`src/rtl/cipher_channel_arbiter.sv`:
```
// -----------------------------------------------------------------------------
// cipher_channel_arbiter
//
// Purpose: two plaintext channels share one counter-mode S-box keystream
// datapath. Each channel owns an 8-bit counter block that is seeded by its
// session key on load. Character slots are arbitrated round-robin with a
// burst limit. Each accepted character leaves one cycle later as a
// registered ciphertext character, tagged with its channel, and held under
// downstream backpressure.
//
// Ports:
//   clk, rst_n              clock, asynchronous active-low reset
//   key0/key1   [7:0] in    session key, sampled when loadN is high
//   load0/load1       in    session start, cbN <= keyN
//   ptxt0/ptxt1 [7:0] in    plaintext character
//   valid0/valid1     in    plaintext character valid
//   ready0/ready1     out   character accepted this cycle
//   ctxt        [7:0] out   ciphertext character
//   ctxt_ch           out   channel that ctxt belongs to
//   dout_valid        out   ctxt/ctxt_ch valid
//   dout_ready        in    downstream takes the output this cycle
// -----------------------------------------------------------------------------
`timescale 1ns/1ps

// Combinational byte substitution table, in[7:0] -> out[7:0] (AES S-box).
module sbox (
  input  logic [7:0] in,
  output logic [7:0] out
);
  localparam logic [7:0] TBL [0:255] = '{
    8'h63, 8'h7c, 8'h77, 8'h7b, 8'hf2, 8'h6b, 8'h6f, 8'hc5, 8'h30, 8'h01, 8'h67, 8'h2b, 8'hfe, 8'hd7, 8'hab, 8'h76,
    8'hca, 8'h82, 8'hc9, 8'h7d, 8'hfa, 8'h59, 8'h47, 8'hf0, 8'had, 8'hd4, 8'ha2, 8'haf, 8'h9c, 8'ha4, 8'h72, 8'hc0,
    8'hb7, 8'hfd, 8'h93, 8'h26, 8'h36, 8'h3f, 8'hf7, 8'hcc, 8'h34, 8'ha5, 8'he5, 8'hf1, 8'h71, 8'hd8, 8'h31, 8'h15,
    8'h04, 8'hc7, 8'h23, 8'hc3, 8'h18, 8'h96, 8'h05, 8'h9a, 8'h07, 8'h12, 8'h80, 8'he2, 8'heb, 8'h27, 8'hb2, 8'h75,
    8'h09, 8'h83, 8'h2c, 8'h1a, 8'h1b, 8'h6e, 8'h5a, 8'ha0, 8'h52, 8'h3b, 8'hd6, 8'hb3, 8'h29, 8'he3, 8'h2f, 8'h84,
    8'h53, 8'hd1, 8'h00, 8'hed, 8'h20, 8'hfc, 8'hb1, 8'h5b, 8'h6a, 8'hcb, 8'hbe, 8'h39, 8'h4a, 8'h4c, 8'h58, 8'hcf,
    8'hd0, 8'hef, 8'haa, 8'hfb, 8'h43, 8'h4d, 8'h33, 8'h85, 8'h45, 8'hf9, 8'h02, 8'h7f, 8'h50, 8'h3c, 8'h9f, 8'ha8,
    8'h51, 8'ha3, 8'h40, 8'h8f, 8'h92, 8'h9d, 8'h38, 8'hf5, 8'hbc, 8'hb6, 8'hda, 8'h21, 8'h10, 8'hff, 8'hf3, 8'hd2,
    8'hcd, 8'h0c, 8'h13, 8'hec, 8'h5f, 8'h97, 8'h44, 8'h17, 8'hc4, 8'ha7, 8'h7e, 8'h3d, 8'h64, 8'h5d, 8'h19, 8'h73,
    8'h60, 8'h81, 8'h4f, 8'hdc, 8'h22, 8'h2a, 8'h90, 8'h88, 8'h46, 8'hee, 8'hb8, 8'h14, 8'hde, 8'h5e, 8'h0b, 8'hdb,
    8'he0, 8'h32, 8'h3a, 8'h0a, 8'h49, 8'h06, 8'h24, 8'h5c, 8'hc2, 8'hd3, 8'hac, 8'h62, 8'h91, 8'h95, 8'he4, 8'h79,
    8'he7, 8'hc8, 8'h37, 8'h6d, 8'h8d, 8'hd5, 8'h4e, 8'ha9, 8'h6c, 8'h56, 8'hf4, 8'hea, 8'h65, 8'h7a, 8'hae, 8'h08,
    8'hba, 8'h78, 8'h25, 8'h2e, 8'h1c, 8'ha6, 8'hb4, 8'hc6, 8'he8, 8'hdd, 8'h74, 8'h1f, 8'h4b, 8'hbd, 8'h8b, 8'h8a,
    8'h70, 8'h3e, 8'hb5, 8'h66, 8'h48, 8'h03, 8'hf6, 8'h0e, 8'h61, 8'h35, 8'h57, 8'hb9, 8'h86, 8'hc1, 8'h1d, 8'h9e,
    8'he1, 8'hf8, 8'h98, 8'h11, 8'h69, 8'hd9, 8'h8e, 8'h94, 8'h9b, 8'h1e, 8'h87, 8'he9, 8'hce, 8'h55, 8'h28, 8'hdf,
    8'h8c, 8'ha1, 8'h89, 8'h0d, 8'hbf, 8'he6, 8'h42, 8'h68, 8'h41, 8'h99, 8'h2d, 8'h0f, 8'hb0, 8'h54, 8'hbb, 8'h16
  };

  assign out = TBL[in];
endmodule

// FSM states:
//   state  | meaning
//   IDLE   | no channel owns the datapath; next grant breaks ties on last
//   SERVE0 | channel 0 holds the slot, burst counts its consecutive grants
//   SERVE1 | channel 1 holds the slot, burst counts its consecutive grants
module cipher_channel_arbiter #(
  parameter int unsigned MAX_BURST = 4
) (
  input  logic       clk,
  input  logic       rst_n,
  input  logic [7:0] key0,
  input  logic       load0,
  input  logic [7:0] ptxt0,
  input  logic       valid0,
  output logic       ready0,
  input  logic [7:0] key1,
  input  logic       load1,
  input  logic [7:0] ptxt1,
  input  logic       valid1,
  output logic       ready1,
  output logic [7:0] ctxt,
  output logic       ctxt_ch,
  output logic       dout_valid,
  input  logic       dout_ready
);

  localparam logic [1:0] IDLE   = 2'd0;
  localparam logic [1:0] SERVE0 = 2'd1;
  localparam logic [1:0] SERVE1 = 2'd2;

  localparam logic [3:0] BURST_MAX = 4'(MAX_BURST);

  logic [1:0] state_q, state_d;
  logic       last_q, last_d;
  logic [3:0] burst_q, burst_d;
  logic [7:0] cb0_q, cb0_d, cb1_q, cb1_d;
  logic       keyed0_q, keyed1_q;
  logic [7:0] ctxt_q, ctxt_d;
  logic       ctxt_ch_q, ctxt_ch_d;
  logic       dv_q, dv_d;

  logic       out_free;
  logic       elig0, elig1;
  logic       grant_any, grant_ch;
  logic       xfer;
  logic [7:0] sbox_in, sbox_out;

  assign out_free = !dv_q || dout_ready;
  assign elig0    = valid0 && keyed0_q && !load0;
  assign elig1    = valid1 && keyed1_q && !load1;

  always_comb begin
    grant_any = 1'b0;
    grant_ch  = 1'b0;
    case (state_q)
      SERVE0: begin
        if (elig0 && ((burst_q < BURST_MAX) || !elig1)) begin
          grant_any = 1'b1;
          grant_ch  = 1'b0;
        end else if (elig1) begin
          grant_any = 1'b1;
          grant_ch  = 1'b1;
        end
      end
      SERVE1: begin
        if (elig1 && ((burst_q < BURST_MAX) || !elig0)) begin
          grant_any = 1'b1;
          grant_ch  = 1'b1;
        end else if (elig0) begin
          grant_any = 1'b1;
          grant_ch  = 1'b0;
        end
      end
      default: begin
        // Tie goes to the channel that was not served last.
        if (elig0 && elig1) begin
          grant_any = 1'b1;
          grant_ch  = !last_q;
        end else if (elig0) begin
          grant_any = 1'b1;
          grant_ch  = 1'b0;
        end else if (elig1) begin
          grant_any = 1'b1;
          grant_ch  = 1'b1;
        end
      end
    endcase
  end

  assign ready0 = out_free && keyed0_q && !load0 && grant_any && !grant_ch;
  assign ready1 = out_free && keyed1_q && !load1 && grant_any && grant_ch;
  assign xfer   = out_free && grant_any;

  // The single S-box instance sees whichever counter block wins the grant.
  assign sbox_in = grant_ch ? cb1_q : cb0_q;

  sbox u_sbox (
    .in  (sbox_in),
    .out (sbox_out)
  );

  always_comb begin
    state_d   = state_q;
    last_d    = last_q;
    burst_d   = burst_q;
    cb0_d     = cb0_q;
    cb1_d     = cb1_q;
    ctxt_d    = ctxt_q;
    ctxt_ch_d = ctxt_ch_q;
    dv_d      = dv_q;

    if (xfer) begin
      ctxt_d    = (grant_ch ? ptxt1 : ptxt0) ^ sbox_out;
      ctxt_ch_d = grant_ch;
      dv_d      = 1'b1;
      // 8-bit increment wraps FF -> 00.
      if (grant_ch) cb1_d = cb1_q + 8'd1;
      else          cb0_d = cb0_q + 8'd1;

      if (state_q == (grant_ch ? SERVE1 : SERVE0)) begin
        burst_d = (burst_q < BURST_MAX) ? burst_q + 4'd1 : burst_q;
      end else begin
        state_d = grant_ch ? SERVE1 : SERVE0;
        burst_d = 4'd1;
        last_d  = grant_ch;
      end
    end else if (out_free) begin
      dv_d    = 1'b0;
      state_d = IDLE;
    end

    // A load wins over any counter update on its own channel.
    if (load0) cb0_d = key0;
    if (load1) cb1_d = key1;
  end

  always_ff @(posedge clk or negedge rst_n) begin
    if (!rst_n) begin
      state_q   <= IDLE;
      last_q    <= 1'b1;
      burst_q   <= 4'd0;
      cb0_q     <= 8'h00;
      cb1_q     <= 8'h00;
      keyed0_q  <= 1'b0;
      keyed1_q  <= 1'b0;
      ctxt_q    <= 8'h00;
      ctxt_ch_q <= 1'b0;
      dv_q      <= 1'b0;
    end else begin
      state_q   <= state_d;
      last_q    <= last_d;
      burst_q   <= burst_d;
      cb0_q     <= cb0_d;
      cb1_q     <= cb1_d;
      keyed0_q  <= keyed0_q | load0;
      keyed1_q  <= keyed1_q | load1;
      ctxt_q    <= ctxt_d;
      ctxt_ch_q <= ctxt_ch_d;
      dv_q      <= dv_d;
    end
  end

  assign ctxt       = ctxt_q;
  assign ctxt_ch    = ctxt_ch_q;
  assign dout_valid = dv_q;

endmodule

```
`config.mk`:
```
export PLATFORM = sky130hd
export DESIGN_NAME = cipher_channel_arbiter
export DESIGN_NICKNAME = d
export VERILOG_FILES = /design/src/rtl/cipher_channel_arbiter.sv
export SDC_FILE = /design/constraint.sdc
export NUM_CORES = 1
export LEC_CHECK = 0
export ABC_AREA = 1
export BUFFER_PORTS_ARGS = -buffer_cell sky130_fd_sc_hd__buf_2
export CORE_MARGIN = 3
export CORE_UTILIZATION = 45
export DETAILED_ROUTE_END_ITERATION = 7
export GPL_ROUTABILITY_DRIVEN = 1
export PLACE_DENSITY = 0.68
export SKIP_CTS_REPAIR_TIMING = 1
export SLEW_MARGIN = 10
export SYNTH_ARGS = -nofsm -noshare
export SYNTH_HDL_FRONTEND = slang
export SYNTH_HIERARCHICAL = 1
export SYNTH_SLANG_ARGS = --single-unit
```
`constraint.sdc`:
```
create_clock -name clk -period 4.4 [get_ports clk]
set_clock_uncertainty 0.2 [all_clocks]
set_input_delay 0.88 -clock clk [delete_from_list [all_inputs] [get_ports clk]]
set_output_delay 0.88 -clock clk [all_outputs]
set_load 0.02 [all_outputs]
```
==> reports/results.tsv <==
stage	metric	value	unit
floorplanning	row count	39	
timing	Slew @ Worst Pin	1.07	ns
final_layout	Fill cells	1264	
timing	slack of the critical path	0.554	ns
critical_path	Required @ worst endpoint	4.38	ns
timing	Max Transition Viols Final	0	
final_layout	register area	877	um^2
hold_path	worst hold path class	flip-flop to flip-flop	
critical_path	critical path endpoint category	flip-flop	
synth	post-synthesis sequential area ratio	16.2	%
final_layout	Finished Layout Cells	1145	
cts	H-tree levels	2	
outcome	status	finished, final reports clean	
cts	clock sinks	35	
final_layout	layout cells sized above 1	12.8	%
synth	post-synthesis area per instance	5.54	um^2
floorplanning	Die Y	116	um
critical_path	Max Fanout on Critical Path	21	
critical_path	Crit-path slowest cell	o21ai_2	
final_layout	area delta synth->final	9.69	%
critical_path	critical path type	primary input to flip-flop	
drt	detailed-route via count	6911	
critical_path	CP max stage delay	0.43	ns
drt	vias per cell	6.04	
grt	number of global-route vias before repair	6429	
critical_path	cell mode on critical path	nand3_1	
grt	initial antenna violation count	0	
pwr	switching power share of the total	58.2	%
final_layout	fin nets	1060	
timing	RSZ-0062 raised after global routing	false	
timing	Min Clock Period, post-route	3.85	ns
drt	DRT iter0 DRCs	1350	
final_layout	n_diodes	0	
placed_design	worst slack, placed	0.340	ns
grt	met3 usage	5.95	%
placed_design	Placed Cells incl. Taps	1137	
drt	Remaining DRCs	0	
timing	Period Utilization, post-route	87.4	%
floorplanning	Initial Utilization	46.8	%
timing	setup violators final	0	
synth	Yosys Warn Count	6	
drt	Post-Route WL	21800	um
placed_design	hpwl dp	15700	um
grt	remaining global-route overflow	0	
synth	register bit total from synthesis	35	
drt	Final ANT Viol Nets	0	
final_layout	Multi-input gate area	0.00390	mm^2
pwr	Reg power frac	13.5	%
pwr	PnR Total Power	0.00350	W
drt	WL/cell	19.0	um
timing	Setup TNS	0	ns
critical_path	CP Launch Type	primary input	
cts	Root Buffer Master	clkbuf_16	
flow_run	MaxCap Viol Count	0	
pwr	clock power share	12.0	%
grt	GRT Total Usage	32.8	%
timing	fmax	260	MHz
drt	first drt pass iteration count	8	
synth	Post-Syn Area	0.00541	mm^2
grt	largest net degree at the start of global routing	78	
final_layout	commonest non-fill, non-tap cell in the layout	nand2_1	
critical_path	crit path DAT	3.82	ns
grt	busiest grt layer	met2	
pwr	P_leak	3.19	nW
floorplanning	I/O pins	51	
cts	worst skew pair latency	0.29	ns
critical_path	R2R Setup Slk	0.58	ns
grt	Global Route met2 Usage	48.3	%
critical_path	Crit path max-delay family	simple AND/OR/NAND/NOR gates	
cts	clock transition at the registers of the reported paths	0.06	ns
grt	met1 usage in global routing	45.3	%
cts	CTS tree	yes	
pwr	pwr dens	589	mW/mm^2
placed_design	port bufs	50	
final_layout	commonest cells after routing, fill and taps aside	nand2_1 (320), nand3_1 (313), inv_1 (69)	
pwr	sw power	0.00203	W
grt	first-pass GRT wire length	34500	um
cts	number of CTS-inserted buffers	5	
pwr	Max VDD drop	0.273	mV
placed_design	gpl congestion	1.01	
floorplanning	Die Width	116	um
critical_path	sequence of cells on the critical path	buf_2 -> inv_2 -> nand3_4 -> nor2_8 -> nand2_4 -> o21ai_2 -> inv_2 -> buf_4 -> nand2_2 -> nand3_2 -> nand3_1 -> nand2_1 -> nand3_1 -> nand3_1 -> nand2_1 -> nand3_1 -> nand3_1 -> nand2_1	
synth	post-synth net total	1036	
synth	post-synthesis cell count	977	
cts	Max Root-Sink Buffers	2	
timing	final hold violations	0	
critical_path	worst path bufs/invs	4	
pwr	Comb pwr share	74.5	%
synth	Distinct cells, synth	37	
floorplanning	Core Box Area	0.0116	mm^2
floorplanning	die area	0.0134	mm^2
pwr	design internal power	0.00146	W
timing	Slew headroom	28.8	%
-- Yosys cell counts, drive strengths merged --
cell | n | area [um^2]
a21oi | 25 | 125
clkinv | 2 | 7.51
nor2 | 38 | 169
clkbuf | 11 | 41.3
nand4 | 7 | 43.8
or2 | 6 | 37.5
o21ai | 39 | 206
dfrtp | 34 | 851
nand3 | 318 | 1630
xor2 | 5 | 43.8
nand3b | 1 | 7.51
o21a | 1 | 7.51
buf | 51 | 318
ha | 20 | 250
a31oi | 2 | 12.5
xnor2 | 1 | 8.76
nand2 | 334 | 1310
o211ai | 1 | 7.51
dfstp | 1 | 26.3
nor3 | 1 | 5.00
inv | 78 | 293
a21o | 1 | 7.51
-- worst min-delay path, delay by kind of cell, from the launching register on --
family / cells / cell delay (ns)
flip-flops: 1 / 0.37
AND/OR/NAND/NOR: 2 / 0.09
-- sequential cells by signal (all words and copies together) (netlist names) --
register and flops:
burst_q 4, ctxt_ch 1, cb1_q 8, keyed0_q 1, dout_valid 1, state_q 2
cb0_q 8, last_q 1, ctxt 8, keyed1_q 1
-- area by class of cell --
type                       instances  area share (%)
clock buffer                       5            2.11
sequential                        35            14.8
clock inverter                     3           0.738
inverter                          80            5.06
tap                              143            3.02
timing repair buffer              79            8.52
multi-input combinational        800            65.8
-- final timing paths --
| check | from | end | depth (start not counted) |
|---|---|---|---|
| hold reg to reg | last_q | last_q | 2 |
| hold / removal | last_q | last_q | 2 |
| min in group asynchronous | rst_n | ctxt[1] | 1 |
| max in group asynchronous | rst_n | cb1_q[4] | 1 |
| setup / recovery | load1 | ctxt[4] | 18 |
| setup reg to reg | state_q[0] | ctxt[4] | 19 |
-- through the flow --
step | hold slack [ns] | instance area, um^2 | utilization, %
floorplan | 0.237 | 5410 | -
global placement | 0.259 | 5760 | 49.8
detailed placement | 0.258 | 5760 | 49.8
CTS | 0.271 | 5930 | 51.3
global route | 0.304 | 5930 | 51.3
finish | 0.270 | 5930 | 51.3
-- logic make-up (layout without fill, tap and decap cells) --
logic type / after synthesis / after routing / share of synthesized area [%]
AO/OA/AOI/OAI: 69 / 69 / 6.78
AND/OR/NAND/NOR: 705 / 705 / 59.2
XOR/XNOR: 6 / 6 / 0.972
adder cells (fa/ha/maj): 20 / 20 / 4.63
buffers and inverters: 142 / 167 / 12.2
flip-flops: 35 / 35 / 16.2
-- routing by layer --
metal	up-vias	wire length, um
met4	0	1340
li1	3269	-
met2	480	9210
met5	-	0
met3	102	2540
met1	3060	8720
-- power groups by stage --
| stage | registers, W | logic [W] | clock network (W) |
|---|---|---|---|
| after global placement | 0.000475 | 0.00254 | 0 |
| final | 0.000472 | 0.00260 | 0.000420 |
| after detailed placement | 0.000475 | 0.00250 | 0 |
| after CTS | 0.000472 | 0.00251 | 0.000427 |
| after floorplan | 0.000511 | 0.00175 | 0 |
| after global routing | 0.000482 | 0.00283 | 0.000438 |
Power figures use the tool's default switching activity.
